File: config.mk
export PLATFORM = sky130hd
export DESIGN_NAME = opna_adpcm_mem
export DESIGN_NICKNAME = d
export VERILOG_FILES = /design/src/rtl/opna_pkg.sv /design/src/rtl/opna_wfifo.sv /design/src/rtl/opna_adpcm_mem.sv
export SDC_FILE = /design/constraint.sdc
export NUM_CORES = 1
export LEC_CHECK = 0
export ABC_AREA = 1
export BUFFER_PORTS_ARGS = -buffer_cell sky130_fd_sc_hd__buf_2
export CAP_MARGIN = 40
export CORE_UTILIZATION = 45
export CTS_BUF_LIST = sky130_fd_sc_hd__clkbuf_8
export CTS_CLUSTER_DIAMETER = 50
export DETAILED_ROUTE_END_ITERATION = 10
export GPL_TIMING_DRIVEN = 0
export HOLD_SLACK_MARGIN = 0.06
export PLACE_DENSITY_LB_ADDON = 0.08
export SYNTH_ARGS = -nofsm -noshare
export SYNTH_HDL_FRONTEND = slang
export SYNTH_SLANG_ARGS = --single-unit
File: constraint.sdc
create_clock -name clk -period 6 [get_ports clk]
set_input_delay 0 -clock clk [delete_from_list [all_inputs] [get_ports clk]]
set_output_delay 0 -clock clk [all_outputs]
set_load 0.01 [all_outputs]
File: src/rtl/opna_pkg.sv
`default_nettype none
// ============================================================================
// Module   : opna_pkg
// Purpose  : Shared types and constants for the OPNA ADPCM-B memory responder
// Revision : 1.0 - initial release
// ============================================================================
package opna_pkg;

  // OPNA ADPCM-B RAM port byte-address width (256 KiB window)
  localparam int ADPCM_AW = 18;

  // Responder FSM states
  typedef enum logic [1:0] {
    FSM_IDLE = 2'd0,
    FSM_WR   = 2'd1,
    FSM_RD   = 2'd2
  } fsm_state_e;

  // Plain-vector encodings of the FSM states for the state register
  localparam logic [1:0] c_st_idle = FSM_IDLE;
  localparam logic [1:0] c_st_wr   = FSM_WR;
  localparam logic [1:0] c_st_rd   = FSM_RD;

  // One buffered OPNA write
  typedef struct packed {
    logic [ADPCM_AW-1:0] addr;
    logic [7:0]          data;
  } wr_entry_t;

  localparam int WR_ENTRY_W = $bits(wr_entry_t);

endpackage
`default_nettype wire

File: src/rtl/opna_wfifo.sv
`default_nettype none
// ============================================================================
// Module   : opna_wfifo
// Purpose  : Small synchronous FIFO with full/empty flags; a push is accepted
//            while full when a pop happens in the same cycle
// Revision : 1.0 - initial release
// ============================================================================
module opna_wfifo #(
  parameter int DEPTH = 4,
  parameter int WIDTH = 26
) (
  input  logic             clk,
  input  logic             rst,
  input  logic             i_push,
  input  logic [WIDTH-1:0] i_wdata,
  input  logic             i_pop,
  output logic [WIDTH-1:0] o_rdata,
  output logic             o_full,
  output logic             o_empty
);

  localparam int c_aw = $clog2(DEPTH);

  logic [WIDTH-1:0] r_mem [DEPTH];
  logic [c_aw-1:0]  r_wptr;
  logic [c_aw-1:0]  r_rptr;
  logic [c_aw:0]    r_count;
  logic             w_do_push;
  logic             w_do_pop;

  assign o_empty   = (r_count == '0);
  assign o_full    = (r_count == (c_aw+1)'(DEPTH));
  assign o_rdata   = r_mem[r_rptr];
  assign w_do_pop  = i_pop & ~o_empty;
  assign w_do_push = i_push & (~o_full | w_do_pop);

  // Pointer and occupancy tracking; depth is a power of two so pointers wrap
  always_ff @(posedge clk or posedge rst) begin
    if (rst) begin
      r_wptr  <= '0;
      r_rptr  <= '0;
      r_count <= '0;
    end else begin
      if (w_do_push) r_wptr <= r_wptr + 1'b1;
      if (w_do_pop)  r_rptr <= r_rptr + 1'b1;
      case ({w_do_push, w_do_pop})
        2'b10:   r_count <= r_count + 1'b1;
        2'b01:   r_count <= r_count - 1'b1;
        default: r_count <= r_count;
      endcase
    end
  end

  // Storage array; contents are don't-care until written
  always_ff @(posedge clk) begin
    if (w_do_push) r_mem[r_wptr] <= i_wdata;
  end

endmodule
`default_nettype wire

File: src/rtl/opna_adpcm_mem.sv
`default_nettype none
// ============================================================================
// Module   : opna_adpcm_mem
// Purpose  : OPNA ADPCM-B RAM responder; turns level read/write strobes into
//            req/ack transactions on a variable-latency memory backend
// Revision : 1.0 - initial release
// ============================================================================
module opna_adpcm_mem
  import opna_pkg::*;
#(
  parameter int                WFIFO_DEPTH = 4,
  parameter int                MEM_AW      = 25,
  parameter logic [MEM_AW-1:0] MEM_BASE    = '0
) (
  input  logic                clk,
  input  logic                rst,
  input  logic [ADPCM_AW-1:0] adpcm_addr,
  input  logic                adpcm_roe,
  input  logic                adpcm_wr,
  input  logic [7:0]          adpcm_dout,
  output logic [7:0]          adpcm_din,
  output logic [MEM_AW-1:0]   mem_addr,
  output logic                mem_req,
  output logic                mem_we,
  output logic [7:0]          mem_wdata,
  input  logic [7:0]          mem_rdata,
  input  logic                mem_ack,
  output logic                busy,
  output logic                wr_ovf
);

  // Offset is ORed into the base; the base has its low 18 bits clear
  function automatic logic [MEM_AW-1:0] f_map(input logic [ADPCM_AW-1:0] a);
    return MEM_BASE | MEM_AW'(a);
  endfunction

  logic [ADPCM_AW-1:0] r_addr_q, r_addr_d;
  logic                r_roe_q, r_roe_d;
  logic                r_wr_q, r_wr_d;
  logic [7:0]          r_dout_q;
  logic                w_wr_rise, w_rd_trig;

  logic                r_push;
  wr_entry_t           r_push_entry;
  wr_entry_t           w_head;
  logic                w_fifo_full, w_fifo_empty, w_fifo_pop;
  logic                r_wr_ovf;

  logic                r_rd_pend, r_rd_retrig;
  logic [ADPCM_AW-1:0] r_rd_addr;

  logic [1:0]          r_state;
  logic                w_start_wr, w_start_rd;
  logic                r_mem_req, r_mem_we;
  logic [MEM_AW-1:0]   r_mem_addr;
  logic [7:0]          r_mem_wdata;
  logic [7:0]          r_din;

  // Register the OPNA-side inputs once, then keep a delayed copy for edges
  always_ff @(posedge clk or posedge rst) begin
    if (rst) begin
      r_addr_q <= '0;
      r_addr_d <= '0;
      r_roe_q  <= 1'b0;
      r_roe_d  <= 1'b0;
      r_wr_q   <= 1'b0;
      r_wr_d   <= 1'b0;
      r_dout_q <= '0;
    end else begin
      r_addr_q <= adpcm_addr;
      r_addr_d <= r_addr_q;
      r_roe_q  <= adpcm_roe;
      r_roe_d  <= r_roe_q;
      r_wr_q   <= adpcm_wr;
      r_wr_d   <= r_wr_q;
      r_dout_q <= adpcm_dout;
    end
  end

  assign w_wr_rise = r_wr_q & ~r_wr_d;
  assign w_rd_trig = r_roe_q & (~r_roe_d | (r_addr_q != r_addr_d));

  // Stage a detected write for the FIFO one cycle later
  always_ff @(posedge clk or posedge rst) begin
    if (rst) begin
      r_push       <= 1'b0;
      r_push_entry <= '0;
    end else begin
      r_push <= w_wr_rise;
      if (w_wr_rise) begin
        r_push_entry.addr <= r_addr_q;
        r_push_entry.data <= r_dout_q;
      end
    end
  end

  assign w_fifo_pop = (r_state == c_st_wr) & mem_ack;

  opna_wfifo #(
    .DEPTH (WFIFO_DEPTH),
    .WIDTH (WR_ENTRY_W)
  ) u_wfifo (
    .clk     (clk),
    .rst     (rst),
    .i_push  (r_push),
    .i_wdata (r_push_entry),
    .i_pop   (w_fifo_pop),
    .o_rdata (w_head),
    .o_full  (w_fifo_full),
    .o_empty (w_fifo_empty)
  );

  // Sticky flag for a write that found the FIFO full with no pop to free a slot
  always_ff @(posedge clk or posedge rst) begin
    if (rst)                                   r_wr_ovf <= 1'b0;
    else if (r_push & w_fifo_full & ~w_fifo_pop) r_wr_ovf <= 1'b1;
  end

  // A staged push counts as a pending write so a read never overtakes it
  assign w_start_wr = (r_state == c_st_idle) & ~w_fifo_empty;
  assign w_start_rd = (r_state == c_st_idle) & w_fifo_empty & ~r_push & r_rd_pend;

  // Read-pending bookkeeping: newest trigger address wins
  always_ff @(posedge clk or posedge rst) begin
    if (rst) begin
      r_rd_pend   <= 1'b0;
      r_rd_addr   <= '0;
      r_rd_retrig <= 1'b0;
    end else begin
      if (w_rd_trig) begin
        r_rd_pend <= 1'b1;
        r_rd_addr <= r_addr_q;
      end else if ((r_state == c_st_rd) & mem_ack & ~r_rd_retrig) begin
        r_rd_pend <= 1'b0;
      end
      if (w_start_rd)                           r_rd_retrig <= w_rd_trig;
      else if ((r_state == c_st_rd) & w_rd_trig) r_rd_retrig <= 1'b1;
    end
  end

  // Transaction FSM; request fields are latched at launch and held until ack
  always_ff @(posedge clk or posedge rst) begin
    if (rst) begin
      r_state     <= c_st_idle;
      r_mem_req   <= 1'b0;
      r_mem_we    <= 1'b0;
      r_mem_addr  <= MEM_BASE;
      r_mem_wdata <= '0;
      r_din       <= '0;
    end else begin
      case (r_state)
        c_st_idle: begin
          if (w_start_wr) begin
            r_state     <= c_st_wr;
            r_mem_req   <= 1'b1;
            r_mem_we    <= 1'b1;
            r_mem_addr  <= f_map(w_head.addr);
            r_mem_wdata <= w_head.data;
          end else if (w_start_rd) begin
            r_state    <= c_st_rd;
            r_mem_req  <= 1'b1;
            r_mem_we   <= 1'b0;
            r_mem_addr <= f_map(r_rd_addr);
          end
        end
        c_st_wr: begin
          if (mem_ack) begin
            r_state   <= c_st_idle;
            r_mem_req <= 1'b0;
          end
        end
        c_st_rd: begin
          if (mem_ack) begin
            r_state   <= c_st_idle;
            r_mem_req <= 1'b0;
            r_din     <= mem_rdata;
          end
        end
        default: begin
          r_state   <= c_st_idle;
          r_mem_req <= 1'b0;
        end
      endcase
    end
  end

  assign adpcm_din = r_din;
  assign mem_addr  = r_mem_addr;
  assign mem_req   = r_mem_req;
  assign mem_we    = r_mem_we;
  assign mem_wdata = r_mem_wdata;
  assign wr_ovf    = r_wr_ovf;
  assign busy      = (r_state != c_st_idle) | ~w_fifo_empty | r_rd_pend | r_push;

endmodule
`default_nettype wire

==> results of run 1 <==
## cell type report
cell class	instances	area share
clock inverter	28	0.0124
sequential	245	0.580
buffer	41	0.0218
clock buffer	46	0.0552
timing repair buffer	119	0.0784
tap	270	0.0295
multi-input combinational	478	0.203
inverter	56	0.0191
## routing by layer
layer / vias to the layer above / track usage / wire length (um)
met5: - / 0 / 0
met4: 0 / 0.0688 / 437
met3: 34 / 0.0400 / 1100
met2: 177 / 0.342 / 10100
met1: 3036 / 0.271 / 9340
li1: 3041 / - / -
## registers in the layout (all words and copies together), names as in the netlist, 3 cells and up
| register | flops |
|---|---|
| r_push_entry | 26 |
| r_addr_q | 18 |
| mem_wdata | 8 |
| r_addr_d | 18 |
| u_wfifo.r_count | 3 |
| r_dout_q | 8 |
| u_wfifo.r_mem | 104 |
| mem_addr | 18 |
| adpcm_din | 8 |
| r_rd_addr | 18 |
## worst max-delay path, delay by kind of cell, from the launching register on
kind / cells / cell delay (ps)
xor gates and xnor gates: 1 / 160
DFF: 1 / 380
adders and majority gates: 3 / 840
AOI/OAI and AO/OA: 2 / 250
buffers and inverters: 2 / 150
and+or+nand+nor: 3 / 600
## layout by cell type, fill, tap and decap left out, types with 14 or more instances in the layout
cell / instances
sky130_fd_sc_hd__o211ai_1: 18
sky130_fd_sc_hd__inv_1: 59
sky130_fd_sc_hd__dfrtp_1: 141
sky130_fd_sc_hd__o21ai_1: 20
sky130_fd_sc_hd__dlygate4sd3_1: 38
sky130_fd_sc_hd__clkbuf_1: 14
sky130_fd_sc_hd__clkbuf_8: 47
sky130_fd_sc_hd__edfxtp_1: 104
sky130_fd_sc_hd__nand3_1: 19
sky130_fd_sc_hd__o21ai_0: 89
sky130_fd_sc_hd__nand2_1: 163
sky130_fd_sc_hd__nor2_1: 106
sky130_fd_sc_hd__buf_2: 88
## cells by family (layout without fill, tap and decap cells)
kind of cell | count (synthesis) | in the layout | share of synthesized area
buffers and inverters | 97 | 290 | 0.0494
other | 1 | 7 | 0.000399
adder cells (fa/ha/maj) | 9 | 9 | 0.0128
multiplexers | 8 | 8 | 0.00959
XOR/XNOR | 6 | 6 | 0.00560
AO/OA/AOI/OAI | 141 | 141 | 0.0815
AND/OR/NAND/NOR | 307 | 307 | 0.133
flip-flops | 245 | 245 | 0.708
## stage by stage
| stage | setup WS, ps | cells | hold slack, ps |
|---|---|---|---|
| after floorplan | 2220 | 820 | 31.4 |
| after global placement | 600 | 1166 | 107 |
| after detailed placement | 3510 | 1171 | 109 |
| after CTS | 3520 | 1283 | 78.0 |
| after global routing | 3310 | 1283 | 90.0 |
| final | 3520 | 1283 | 104 |
## report_power, final
group	internal, uW	total, uW	leakage (uW)	switching, uW
clock network	745	1380	0.000445	637
logic	551	1570	0.00195	1020
registers	2070	2220	0.00263	154
total	3370	5180	0.00503	1810
## worst max path at each step
stage	end	slack [ps]
floorplan	adpcm_din[0]$_DFFE_PP0P_	2220
global placement	r_wr_q$_DFF_PP0_	600
detailed placement	u_wfifo.r_count[2]$_DFFE_PP0P_	3510
CTS	u_wfifo.r_count[2]$_DFFE_PP0P_	3520
global route	u_wfifo.r_count[2]$_DFFE_PP0P_	3310
finish	u_wfifo.r_count[2]$_DFFE_PP0P_	3520
## timing repair
action | 4_1_cts | 5_1_grt
endpoints found under the hold margin | 107 | 0
hold buffers | 38 | 0
setup endpoints to repair | 0 | 0
gates resized for setup | 0 | 0
==> reports/metrics.json, run 1 <==
{
  "outcome": {
    "run_status": "completed"
  },
  "worst_hold_path": {
    "hold-path-endpoint": "r_addr_q[9]$_DFF_PP0_",
    "hp-start": "adpcm_addr[9]",
    "min_path_cells": 2,
    "hold_path_class": "in -> reg"
  },
  "timing": {
    "finalSetupTns_ps": 0,
    "report.final.setup_viol": 0,
    "timing.final.max_slew_violations": 0,
    "grt_setup_unrepaired": "false",
    "slew_headroom": 0.495,
    "min_period_ps": 2480,
    "final_hold_viol_count": 0,
    "fmax_mhz": 403,
    "tightest_slew_ps": 758,
    "post-route-period-util": 0.414,
    "finalClockSkew_ps": 20.6
  },
  "synth": {
    "yosys_register_bits": 245,
    "yosys.cell_count.top_type": "sky130_fd_sc_hd__nand2_1",
    "ys_async_sr_fraction": 0.576,
    "synth_seq_area_share": 0.708,
    "synth-edff-count": 104,
    "synthCells": 814,
    "synth_common_cells": "163 x sky130_fd_sc_hd__nand2_1, 141 x sky130_fd_sc_hd__dfrtp_1, 110 x sky130_fd_sc_hd__nor2_1, 104 x sky130_fd_sc_hd__edfxtp_1, 89 x sky130_fd_sc_hd__o21ai_0",
    "synth.area.top_cells": "sky130_fd_sc_hd__dfrtp_1 38%, sky130_fd_sc_hd__edfxtp_1 33%, sky130_fd_sc_hd__nand2_1 6.5%, sky130_fd_sc_hd__o21ai_0 4.7%, sky130_fd_sc_hd__nor2_1 4.4%",
    "synth_top_cell_area_share": 0.376,
    "synth_cell_types": 36,
    "syn_area_um2": 9390,
    "yosysWarnings": 0,
    "synthDominantAreaCellType": "sky130_fd_sc_hd__dfrtp_1",
    "postSynth.topFlopCell": "sky130_fd_sc_hd__dfrtp_1",
    "synth_area_per_cell_um2": 11.5
  },
  "layout": {
    "layout.core_utilization": 0.563,
    "antenna_cells_inserted": 0,
    "multi_input_comb_area_um2": 2330,
    "layout.nets": 1030,
    "area_growth_syn_to_layout_pct": 22.0,
    "stdcell_area_um2": 11500,
    "nFillCells": 1756,
    "post_route_cells_drive_above_1_share": 0.192,
    "layout.area.seq_um2": 6650
  },
  "worst_setup_path": {
    "timing.critical_path.to_type": "flip-flop",
    "crit-reg2reg-capture": "u_wfifo.r_count[2]$_DFFE_PP0P_",
    "start_kind": "flip-flop",
    "cp_slowest_stage_delay_ps": 430,
    "reg2reg_setup_slack_ps": 3520,
    "endpoint_required_time_on_the_critical_path_ps": 6410,
    "worstSetupStartpoint": "r_state[1]$_DFFE_PP0P_",
    "cp_max_fo": 8,
    "timing.reg2reg.worst_path_depth": 11,
    "path_cells": "inv_1 -> ha_1 -> nand2_1 -> nand3_1 -> nand2_1 -> ha_1 -> inv_1 -> fa_1 -> a21oi_1 -> o21ai_0 -> xor2_1",
    "crit_type": "reg -> reg",
    "critical_path_arrival_ps": 2890,
    "worst_path_max_delay_cell": "sky130_fd_sc_hd__fa_1",
    "timing.rr.start": "r_state[1]$_DFFE_PP0P_"
  },
  "clock_tree": {
    "tritoncts": "done",
    "cts_num_sinks": 245,
    "clk_pin_slew_ps": 60,
    "h-tree-depth": 2,
    "cts_setup_buffers": 0,
    "master_cell_of_the_clock_root_buffer": "sky130_fd_sc_hd__clkbuf_8",
    "worst_skew_pair.late_latency_ps": 530,
    "ctsLongestPathBuffers": 3,
    "total_cts_buffers": 41
  },
  "route": {
    "routed-via-count": 6288,
    "routed_via_density": 4.90,
    "wirelength_mm": 21.0,
    "antenna_left": 0,
    "route.detailed.wl_per_inst_um": 16.4,
    "drc_errors": 0,
    "initial_drt_pass_iterations": 5,
    "drtIter0Drc": 332
  },
  "pwr": {
    "power.density_cell_area_nw_per_um2": 452,
    "leakagePower_uw": 0.00503,
    "power.ir.vdd_worst_v": 0.000179,
    "finalPower_uw": 5180
  },
  "run": {
    "max-cap-violations": 0
  },
  "global_route": {
    "antenna_violations_before_repair": 0,
    "first_global_vias": 6352,
    "grt_start_max_net_pins": 77,
    "overflow_left_after_global_routing": 0,
    "grt.total_usage": 0.205,
    "grt_pass1_wl_mm": 33.8
  },
  "floorplanning": {
    "die_y_um": 146,
    "num_rows": 52,
    "boundaryPins": 84,
    "die_width_um": 146,
    "die_area_um2": 21500,
    "placeable_core_region_um2": 20400,
    "initial_utilization": 0.461
  },
  "placed_design": {
    "placement.cell_area_um2": 10300,
    "place.detailed.hpwl_mm": 13.7,
    "portBuffers": 76,
    "routabilityCongestion": 0.749
  }
}
No activity file was read; power rests on OpenSTA's default activity.
==> inputs of run 2 (changes only) <==
==> constraint.sdc (replaced) <==
create_clock -name clk -period 2.4 [get_ports clk]
set_input_delay 0 -clock clk [delete_from_list [all_inputs] [get_ports clk]]
set_output_delay 0 -clock clk [all_outputs]
set_load 0.01 [all_outputs]
==> run 2 against run 1 <==
  * Fmax up 15%
  * Critical endpoint unchanged
  * Global-route usage up 0.23 points
  * First-iteration DRC count up 10%
  * Combinational power rose to 2.5 times the previous value
  * Sequential power rose to 2.5 times the previous value
  * Total power rose to 2.5 times the previous value
  * Register-to-register slack worse by 3300 ps
==> reports/metrics.json, run 2 (synthesis results as in run 1) <==
{
  "timing": {
    "grt_setup_unrepaired": "false",
    "post-route-period-util": 0.899,
    "min_period_ps": 2160,
    "slew_headroom": 0.517,
    "tightest_slew_ps": 724,
    "finalClockSkew_ps": 21.3,
    "report.final.setup_viol": 0,
    "timing.final.max_slew_violations": 0,
    "fmax_mhz": 464,
    "final_hold_viol_count": 0,
    "setup_ws_ps": 244
  },
  "clock_tree": {
    "total_cts_buffers": 41,
    "h-tree-depth": 2,
    "ctsLongestPathBuffers": 3,
    "master_cell_of_the_clock_root_buffer": "sky130_fd_sc_hd__clkbuf_8",
    "clk_pin_slew_ps": 60,
    "tritoncts": "done",
    "worst_skew_pair.late_latency_ps": 530,
    "cts_num_sinks": 245
  },
  "run": {
    "max-cap-violations": 0
  },
  "worst_setup_path": {
    "critical_path_cell_count": 11,
    "cp_max_fo": 5,
    "critical_path_buf_inv_count": 2,
    "cp_slowest_stage_delay_ps": 430,
    "critical_path.top_delay_family": "adder cells",
    "timing.reg2reg.worst_path_depth": 11,
    "worstSetupStartpoint": "r_state[1]$_DFFE_PP0P_",
    "crit-reg2reg-capture": "u_wfifo.r_count[2]$_DFFE_PP0P_",
    "path_cells": "inv_1 -> ha_1 -> nand2_1 -> nand3_1 -> nand2_4 -> ha_1 -> inv_1 -> fa_1 -> a21oi_1 -> o21ai_0 -> xor2_1",
    "start_kind": "flip-flop",
    "crit_type": "reg -> reg",
    "endpoint_required_time_on_the_critical_path_ps": 2800,
    "timing.critical_path.to_type": "flip-flop",
    "timing.rr.start": "r_state[1]$_DFFE_PP0P_",
    "critical_path_arrival_ps": 2560,
    "reg2reg_setup_slack_ps": 240,
    "worst_path_max_delay_cell": "sky130_fd_sc_hd__fa_1"
  },
  "outcome": {
    "run_status": "completed"
  },
  "route": {
    "antenna_left": 0,
    "wirelength_mm": 21.5,
    "drtIter0Drc": 366,
    "routed-via-count": 6307,
    "routed_via_density": 4.89,
    "route.detailed.wl_per_inst_um": 16.7,
    "initial_drt_pass_iterations": 5,
    "drc_errors": 0
  },
  "global_route": {
    "first_global_vias": 6354,
    "grt.total_usage": 0.208,
    "antenna_violations_before_repair": 0,
    "grt_start_max_net_pins": 39,
    "overflow_left_after_global_routing": 0,
    "grt_pass1_wl_mm": 34.0
  },
  "floorplanning": {
    "initial_utilization": 0.461,
    "placeable_core_region_um2": 20400,
    "boundaryPins": 84,
    "num_rows": 52,
    "die_y_um": 146,
    "die_area_um2": 21500,
    "die_width_um": 146
  },
  "worst_hold_path": {
    "hold_path_class": "in -> reg",
    "hold-path-endpoint": "r_addr_q[7]$_DFF_PP0_",
    "hp-start": "adpcm_addr[7]",
    "min_path_cells": 2
  },
  "layout": {
    "biggestRegsByFlops": "u_wfifo.r_mem x104, r_push_entry x26",
    "antenna_cells_inserted": 0,
    "layout.area.seq_um2": 6650,
    "nFillCells": 1761,
    "layout.core_utilization": 0.568,
    "post_route_cells_drive_above_1_share": 0.196,
    "layout.cells.most_common_list": "162 x sky130_fd_sc_hd__nand2_1, 141 x sky130_fd_sc_hd__dfrtp_1, 106 x sky130_fd_sc_hd__nor2_1",
    "multi_input_comb_area_um2": 2340,
    "layout_commonest_cell": "sky130_fd_sc_hd__nand2_1",
    "area_growth_syn_to_layout_pct": 23.1,
    "layout.nets": 1038,
    "layout.cells.non_filler": 1290,
    "largest-register": "u_wfifo.r_mem",
    "max_reg_flops": 104
  },
  "pwr": {
    "leakagePower_uw": 0.00510,
    "power.density_cell_area_nw_per_um2": 1120,
    "power.ir.vdd_worst_v": 0.000472
  },
  "placed_design": {
    "routabilityCongestion": 0.734,
    "placedCellCount": 1174,
    "place_ws_ps": -98.9,
    "portBuffers": 76,
    "place.detailed.hpwl_mm": 14.0
  }
}
-- run 2: worst max-delay path by stage --
| stage | to | slack (ps) |
|---|---|---|
| 2_1_floorplan | u_wfifo.r_mem[0][0]$_DFFE_PP_ | -30 |
| 3_3_place_gp | u_wfifo.r_mem[0][23]$_DFFE_PP_ | -1160 |
| 3_5_place_dp | u_wfifo.r_count[2]$_DFFE_PP0P_ | -100 |
| 4_1_cts | u_wfifo.r_count[2]$_DFFE_PP0P_ | 50 |
| 5_1_grt | u_wfifo.r_count[2]$_DFFE_PP0P_ | 10 |
| 6_report | u_wfifo.r_count[2]$_DFFE_PP0P_ | 240 |
-- run 2: layout make-up --
cell class	instances	area share
sequential	245	0.575
multi-input combinational	478	0.202
timing repair buffer	127	0.0857
clock buffer	50	0.0595
tap	270	0.0292
buffer	41	0.0216
inverter	56	0.0188
clock inverter	23	0.00768
-- run 2: through the flow --
step,total power (uW),hold slack (ps),TNS [ps],area [um^2]
after global placement,9360,107,-152570,10100
after CTS,13100,82.7,0,11500
after detailed placement,9600,53.4,-98.9,10400
after global routing,13800,91.0,0,11600
final,13000,109,0,11600
after floorplan,8030,31.4,-2740,9420
-- run 2: power breakdown --
group          internal [uW]  switching [uW]
clock                   1870            1570
sequential              5180             375
combinational           1400            2600
-- run 2: what timing repair did --
item                                   CTS  global route
pin swaps                                0             1
setup endpoints to repair                1             1
endpoints found under the hold margin   85             0
hold buffers                            39             0
resized for setup                        1             1
buffers inserted                         0             4
-- run 2: routing by layer --
metal	track usage	vias to the layer above	wire (um)
li1	-	3057	-
met1	0.273	3015	9410
met2	0.339	178	10300
met3	0.0459	57	1190
met4	0.0781	0	627
met5	0	-	0
